File: src/rtl/vecmac_pkg.sv
// vecmac_pkg: shared widths and types for the vector MAC datapath.
// Both the beat source and the accumulator derive their widths here.
package vecmac_pkg;

    // Width of one lane product (int8 x int8, signed).
    localparam int INW_BASE = 16;

    typedef enum logic [1:0] {
        S_IDLE,
        S_FETCH,
        S_DRAIN,
        S_FIN
    } vbs_state_e;

    // Extra sum bits needed to reduce LANES products without overflow.
    function automatic int stages_for(input int lanes);
        return (lanes < 4) ? 2 : $clog2(lanes);
    endfunction

    function automatic int psum_width(input int lanes, input int inw_base);
        return inw_base + stages_for(lanes);
    endfunction

endpackage

File: src/rtl/lane_adder_tree.sv
// lane_adder_tree: reduces LANES signed products into one partial sum.
// The sum is registered once; a valid bit travels with it.
module lane_adder_tree
    import vecmac_pkg::*;
#(
    parameter int LANES = 4,
    parameter int W_OUT = psum_width(LANES, INW_BASE)
) (
    input  logic                      clk,
    input  logic                      rst_n,
    input  logic                      in_valid,
    input  logic [INW_BASE*LANES-1:0] lanes,
    output logic                      out_valid,
    output logic [W_OUT-1:0]          sum
);

    logic signed [W_OUT-1:0]    sum_d;
    logic signed [INW_BASE-1:0] term;

    // Sign-extend every lane product and add them up exactly.
    always_comb begin
        sum_d = '0;
        term  = '0;
        for (int i = 0; i < LANES; i++) begin
            term  = lanes[INW_BASE*i +: INW_BASE];
            sum_d = sum_d + W_OUT'(term);
        end
    end

    // Output register for the reduced sum and its valid flag.
    always_ff @(posedge clk or negedge rst_n) begin
        if (!rst_n) begin
            out_valid <= 1'b0;
            sum       <= '0;
        end else begin
            out_valid <= in_valid;
            sum       <= sum_d;
        end
    end

endmodule

File: src/rtl/vec_beat_source.sv
// vec_beat_source: walks two int8 vectors in memory and emits one
// dot-product partial sum per beat, followed by a done pulse.
module vec_beat_source
    import vecmac_pkg::*;
#(
    parameter int LANES  = 4,
    parameter int ELEMS  = 1000,
    parameter int ADDR_W = 10,
    localparam int BEATS = (ELEMS + LANES - 1) / LANES,
    localparam int W_OUT = psum_width(LANES, INW_BASE)
) (
    input  logic                 clk,
    input  logic                 rst_n,
    input  logic                 start,
    output logic                 mem_en,
    output logic [ADDR_W-1:0]    mem_addr,
    input  logic [8*LANES-1:0]   a_rdata,
    input  logic [8*LANES-1:0]   b_rdata,
    output logic                 busy,
    output logic [W_OUT-1:0]     partial_sum,
    output logic                 out_valid,
    output logic                 done
);

    // Number of live lanes in the final beat.
    localparam int TAIL = ELEMS - (BEATS - 1) * LANES;
    localparam logic [ADDR_W-1:0] LAST_ADDR = ADDR_W'(BEATS - 1);

    vbs_state_e state_q, state_d;
    logic [ADDR_W-1:0] addr_q;

    logic rd_valid, rd_last;
    logic p_valid;
    logic [INW_BASE*LANES-1:0] prod_d, prod_q;

    logic signed [7:0]          a_l, b_l;
    logic signed [INW_BASE-1:0] prd;

    // State register.
    always_ff @(posedge clk or negedge rst_n) begin
        if (!rst_n) state_q <= S_IDLE;
        else        state_q <= state_d;
    end

    // Next state: drain ends once only the last beat remains in flight.
    always_comb begin
        state_d = state_q;
        unique case (state_q)
            S_IDLE:  if (start) state_d = S_FETCH;
            S_FETCH: if (addr_q == LAST_ADDR) state_d = S_DRAIN;
            S_DRAIN: if (out_valid && !p_valid && !rd_valid)
                         state_d = S_FIN;
            S_FIN:   state_d = S_IDLE;
            default: state_d = S_IDLE;
        endcase
    end

    // Decoded outputs.
    always_comb begin
        mem_en = (state_q == S_FETCH);
        busy   = (state_q != S_IDLE);
        done   = (state_q == S_FIN);
    end

    // Address counter: zeroed on accept, stops on the last beat.
    always_ff @(posedge clk or negedge rst_n) begin
        if (!rst_n) begin
            addr_q <= '0;
        end else if (state_q == S_IDLE && start) begin
            addr_q <= '0;
        end else if (state_q == S_FETCH && addr_q != LAST_ADDR) begin
            addr_q <= addr_q + ADDR_W'(1);
        end
    end

    assign mem_addr = addr_q;

    // Track which cycles carry read data and whether it is the tail beat.
    always_ff @(posedge clk or negedge rst_n) begin
        if (!rst_n) begin
            rd_valid <= 1'b0;
            rd_last  <= 1'b0;
        end else begin
            rd_valid <= mem_en;
            rd_last  <= mem_en && (addr_q == LAST_ADDR);
        end
    end

    // Lane products, with unused tail lanes forced to zero.
    always_comb begin
        prod_d = '0;
        a_l    = '0;
        b_l    = '0;
        prd    = '0;
        for (int i = 0; i < LANES; i++) begin
            a_l = a_rdata[8*i +: 8];
            b_l = b_rdata[8*i +: 8];
            prd = INW_BASE'(a_l) * INW_BASE'(b_l);
            if (rd_last && (i >= TAIL)) prd = '0;
            prod_d[INW_BASE*i +: INW_BASE] = prd;
        end
    end

    // Product register stage.
    always_ff @(posedge clk or negedge rst_n) begin
        if (!rst_n) begin
            p_valid <= 1'b0;
            prod_q  <= '0;
        end else begin
            p_valid <= rd_valid;
            prod_q  <= prod_d;
        end
    end

    lane_adder_tree #(
        .LANES (LANES),
        .W_OUT (W_OUT)
    ) u_tree (
        .clk       (clk),
        .rst_n     (rst_n),
        .in_valid  (p_valid),
        .lanes     (prod_q),
        .out_valid (out_valid),
        .sum       (partial_sum)
    );

endmodule

File: config.mk
export PLATFORM = sky130hd
export DESIGN_NAME = vec_beat_source
export DESIGN_NICKNAME = d
export VERILOG_FILES = /design/src/rtl/vecmac_pkg.sv /design/src/rtl/lane_adder_tree.sv /design/src/rtl/vec_beat_source.sv
export SDC_FILE = /design/constraint.sdc
export NUM_CORES = 1
export LEC_CHECK = 0
export CAP_MARGIN = 10
export CORE_MARGIN = 5
export CORE_UTILIZATION = 48
export CTS_BUF_LIST = sky130_fd_sc_hd__clkbuf_8
export CTS_CLUSTER_DIAMETER = 120
export DETAILED_ROUTE_END_ITERATION = 7
export GPL_ROUTABILITY_DRIVEN = 0
export PLACE_DENSITY_LB_ADDON = 0.1
export RECOVER_POWER = 25
export SLEW_MARGIN = 20
export SYNTH_ARGS = -nofsm -noshare
export SYNTH_HDL_FRONTEND = slang
export SYNTH_SLANG_ARGS = --single-unit
File: constraint.sdc
create_clock -name clk -period 5.3 [get_ports clk]
set_clock_uncertainty 0.05 [all_clocks]
set_input_delay 0.795 -clock clk [delete_from_list [all_inputs] [get_ports clk]]
set_output_delay 0.795 -clock clk [all_outputs]
set_load 0.01 [all_outputs]
Word-level counts from Yosys, hierarchy flattened

Index checks and enable logic that the tools add are counted.

Reductions and logical operators: 10
Equal/unequal tests: 8
Multipliers: 4
Mux-type cells: 6
Add/subtract/negate cells: 4

Operators by type and width:

| operator              | number |
|---|---|
| $mul 8x8->16          | 4 |
| $mux 10               | 2 |
| $add 17x16->18        | 1 |
| $add 18x16->18        | 1 |
| $add 16x16->17        | 1 |
| $add 10x1->10 const B | 1 |
| $eq 10x8->1 const B   | 1 |
| $ne 10x8->1 const B   | 1 |
| $pmux 2 s4            | 1 |
| $mux 2                | 3 |
| $eq 2x2->1 const B    | 2 |
| $logic_and 1x1->1     | 4 |
| $ne 2x2->1 const B    | 2 |
| $reduce_bool 2->1     | 2 |
| $reduce_and 3->1      | 1 |
| $eq 2x1->1 const B    | 1 |
| $logic_not 1->1       | 2 |
| $logic_not 2->1       | 1 |
| $ne 2x1->1 const B    | 1 |

Register bits: 97
Input port bits: 67
Logic and storage cells: 39
Output and inout port bits: 32

Longest topological paths before layout

Depth in word-level cells: 5
Depth in mapped cells: 17

Hierarchy

Synthesis repeated with hierarchy kept, for this count alone.

Cells, all modules: 1525
Area total of the unflattened synthesis: 14674.1 um^2

By module, submodules not included:

| module          | area each (um^2) | cells each | times used |
|---|---|---|---|
| vec_beat_source | 12468.2          | 1288       | 1 |
| lane_adder_tree | 2205.9           | 237        | 1 |

Worst setup path before layout

No wires, ideal clock.

Kind: input to register
From: input a_rdata[23]
To: register prod_q[47]
Required time: 5.124 ns
Setup slack: 0.727 ns
Stages: 16
Library setup time: 0.126 ns
Data arrival time: 4.396 ns
Cells stage by stage: and2_1 > fa_1 > inv_1 > fa_1 > inv_1 > fa_1 > inv_1 > fa_1 > inv_1 > ha_1 > and2_1 > a221o_1 > a21oi_1 > nand3_1 > o211ai_1 > xnor2_1

Word-level cells in the longest chain between the ends: 1

RTL lines:

| what                   | line                   | source |
|---|---|---|
| start: declaration     | vec_beat_source.sv:17  | `input logic [8*LANES-1:0] a_rdata,` |
| $mul 8x8->16           | vec_beat_source.sv:98  | `prd = INW_BASE'(a_l) * INW_BASE'(b_l);` |
| via prod_d[47]         | vec_beat_source.sv:34  | `logic [INW_BASE*LANES-1:0] prod_d, prod_q;` |
| end signal: assignment | vec_beat_source.sv:111 | `prod_q <= prod_d;` |
| end: declaration       | vec_beat_source.sv:34  |  |

The timed path passes the listed nets, and every way through them passes these cells.
A chain may end at the register's enable or synchronous reset.

Worst setup path after layout

From: input b_rdata[26]
To: register prod_q[62]

Word-level cells in the longest chain between the ends: 1

RTL lines:

| what               | line                  | source |
|---|---|---|
| start: declaration | vec_beat_source.sv:18 | `input logic [8*LANES-1:0] b_rdata,` |
| $mul 8x8->16       | vec_beat_source.sv:98 |  |
| via prd[14]        | vec_beat_source.sv:37 | `logic signed [INW_BASE-1:0] prd;` |

The timed path passes the listed nets, and every way through them passes these cells.

==> flow_summary.json <==
{
  "final_net_count": 2037,
  "area_growth_pct": 13.9,
  "period_share": 0.934,
  "ant_nets": 0,
  "clk_path_buf_depth": 2,
  "placementRows": 63,
  "vias": 9621,
  "synth_top_family_by_area": "adder cells",
  "syn_inst": 1425,
  "cp-start-kind": "primary input",
  "worst_path_most_repeated_cell": "fa_1",
  "fill_cells": 2769,
  "slew_headroom": -0.734,
  "synth_flop_cell": "dfrtp_1",
  "synthesis.nets": 1885,
  "synthMuxAreaShare": 0.00316,
  "hold_path_class": "reg -> reg",
  "grt_pass1_wl_mm": 50.6,
  "r2r_cells": 11,
  "reg2reg_slack_ns": 1.86,
  "synth_compound_area_frac": 0.0562,
  "fin_crit_ns": 4.95,
  "vdd.ir_drop.worst_v": 0.000946,
  "r2r_end": "u_tree.sum[13]",
  "clkTransAtPathRegs_ns": 0.10,
  "path_buf_inv": 4,
  "crit_fanout": 8,
  "tns_ns": 0,
  "dp_hpwl_mm": 24.7,
  "final_util": 0.551,
  "drc": 0,
  "endpoint_kind": "flop",
  "diodes": 0,
  "critPathKind": "in -> reg",
  "worst_pin_slew_ns": 2.60,
  "synthSimpleGateAreaFrac": 0.154,
  "start_util": 0.484,
  "cts_setup_buffers": 0,
  "antenna_found_initial": 0,
  "grt_pass1_vias": 10600,
  "crit_slowest_cell": "clkdlybuf4s50_1",
  "violations": "capacitance limit, slew limit",
  "synth_area_leaders": "fa_1 36%, dfrtp_1 17%, ha_1 12%, inv_1 8.6%, and2_1 7.4%",
  "rsz0062_at_grt": "no",
  "wirelength_mm": 27.8,
  "cts_made_buffers": 9,
  "async_flop_share": 1.00,
  "die-height_um": 182,
  "cts.sinks": 97,
  "place_ws_ns": -0.0261,
  "reg2reg_from": "prod_q[1]",
  "core_area_mm2": 0.0295,
  "synth-edff-count": 0,
  "powerDensity_mw_per_mm2": 678,
  "crit_family": "adder cells",
  "syn_area_mm2": 0.0143,
  "cts_resized": 0,
  "arrival_ns": 5.19,
  "synthAdderAreaFrac": 0.478,
  "yosysTopAreaCell": "fa_1",
  "min_delay_path_depth": 0,
  "grt_max_degree": 53,
  "synth_top_cell_area_share": 0.355,
  "drt_first_pass_iters": 5,
  "drive_gt1_frac": 0.0480,
  "clk_latency_ns": 0.37,
  "setup_slack_ns": 0.352,
  "synth_warnings": 0,
  "drtIter0Drc": 306,
  "cap_violations": 1,
  "tritoncts": "built",
  "cts_hold_buf": 0,
  "cts_root_buffer": "clkbuf_8",
  "ios": 99,
  "finalHoldViolCount": 0,
  "synth_seq_cells": 97,
  "worstHoldStart": "rd_valid",
  "path_cells": "clkdlybuf4s50_1 > nand2_1 > fa_1 > inv_1 > fa_1 > fa_1 > inv_1 > fa_1 > inv_1 > ha_1 > o21a_1 > a2111oi_2 > o21bai_1 > a21oi_1 > xnor2_1",
  "max_stage_delay_ns": 0.66,
  "die_w_um": 182,
  "synth_cell_types": 60,
  "syn_area_per_cell_um2": 10.0,
  "status": "finished, violations left",
  "slew_viol_final": 53,
  "cp.required_ns": 5.54,
  "power_mw": 11.0,
  "hold_ws_ns": 0.324,
  "max_freq_mhz": 202,
  "p_leak_nw": 7.88,
  "synth_xor_area_frac": 0.0522,
  "via_per_inst": 4.88,
  "hold_end": "p_valid",
  "die_area_mm2": 0.0332,
  "grt_use_total": 0.184,
  "grt.overflow.total": 0,
  "seq_area_frac_synth": 0.170,
  "cts.htree.levels": 3,
  "finalSetupViolations": 0,
  "avgRoutedWirePerCell_um": 14.1,
  "port_buffers": 98
}
## flip-flops by register name, indices dropped and copies added (netlist names)
| name | cells |
|---|---|
| mem_addr | 10 |
| p_valid | 1 |
| prod_q | 64 |
| rd_valid | 1 |
| state_q | 2 |
| u_tree.out_valid | 1 |
| u_tree.sum | 18 |
## per-stage QoR
step           cell area (um2)  cells
6_report                 16200   1972
5_1_grt                  16200   1972
4_1_cts                  16200   1972
3_5_place_dp             16000   1956
3_3_place_gp             16000   1956
2_1_floorplan            14300   1425
## cell usage in the layout, fill, tap and decap left out, types with 9 or more instances in the layout
master           instances
ha_1                   140
nor3_1                  13
clkbuf_8                10
a21oi_1                 37
buf_4                   43
clkdlybuf4s50_1         96
nor2b_1                 31
fa_1                   253
nand2_1                 81
xnor2_1                 64
inv_1                  326
nor2_1                  49
dfrtp_1                 97
nand3_1                 18
nand2b_1                12
and2_1                 169
o21ai_1                 16
xor2_1                  21
nand4_1                  9
## power breakdown
group          switching [mW]  total [mW]  internal [mW]
combinational            4.92        9.10           4.17
sequential              0.238        1.45           1.22
clock                   0.272       0.465          0.194
## worst max path at each step
stage / start / slack (ns) / endpoint / cells after the start
after floorplan: a_rdata[23] / 0.73 / prod_q[47] / 16
after global placement: b_rdata[26] / -0.02 / prod_q[62] / 15
after detailed placement: b_rdata[26] / -0.03 / prod_q[62] / 15
after CTS: a_rdata[15] / 0.38 / prod_q[30] / 15
after global routing: b_rdata[26] / 0.12 / prod_q[62] / 15
final: b_rdata[26] / 0.35 / prod_q[62] / 15
## cells by family after synthesis
kind of cell	after synthesis
muxes	4
and+or+nand+nor	404
adders and majority gates	393
AOI/OAI and AO/OA	114
buffers and inverters	328
xor gates and xnor gates	85
DFF	97
## cells in the mapped netlist, types with 3 or more instances
master    instances
a21oi_1          37
nor2_1           49
a21o_1            6
nor2b_1          31
nand3_1          18
a31oi_1           3
nand2b_1         12
nor3_1           13
ha_1            140
fa_1            253
and2_1          169
nand4_1           9
nor4_1            3
nand2_1          81
o21ai_0           8
o211ai_1          4
o21a_1            8
xor2_1           21
o21ai_1          16
dfrtp_1          97
o21bai_1          3
mux2_2            3
inv_1           326
xnor2_1          64
and3_1            5
## layer usage
metal	vias to the layer above	share of wire	wire, um	track usage
met3	20	0.031	860	0.0217
li1	4653	-	-	-
met2	141	0.51	14100	0.320
met1	4807	0.45	12500	0.253
met5	-	0	0	0
met4	0	0.010	285	0.0309
## worst register-to-register path: cells and delay by family (launching register included)
| kind | cells | cell delay (ns) |
|---|---|---|
| adders and majority gates | 4 | 1.59 |
| DFF | 1 | 0.47 |
| AOI/OAI and AO/OA | 3 | 0.45 |
| and+or+nand+nor | 2 | 0.44 |
| xor gates and xnor gates | 1 | 0.27 |
| buffers and inverters | 1 | 0.06 |
## layout make-up
class,instances,area [um2],share of cell area
Clock inverter,6,61.3,0.00378
Inverter,327,1230,0.0756
Sequential cell,97,2430,0.149
Timing Repair Buffer,142,1300,0.0801
Multi-Input combinational cell,1000,10600,0.653
Tap cell,390,488,0.0300
Clock buffer,10,138,0.00847
Note: power is estimated with default switching activity, not from simulation.
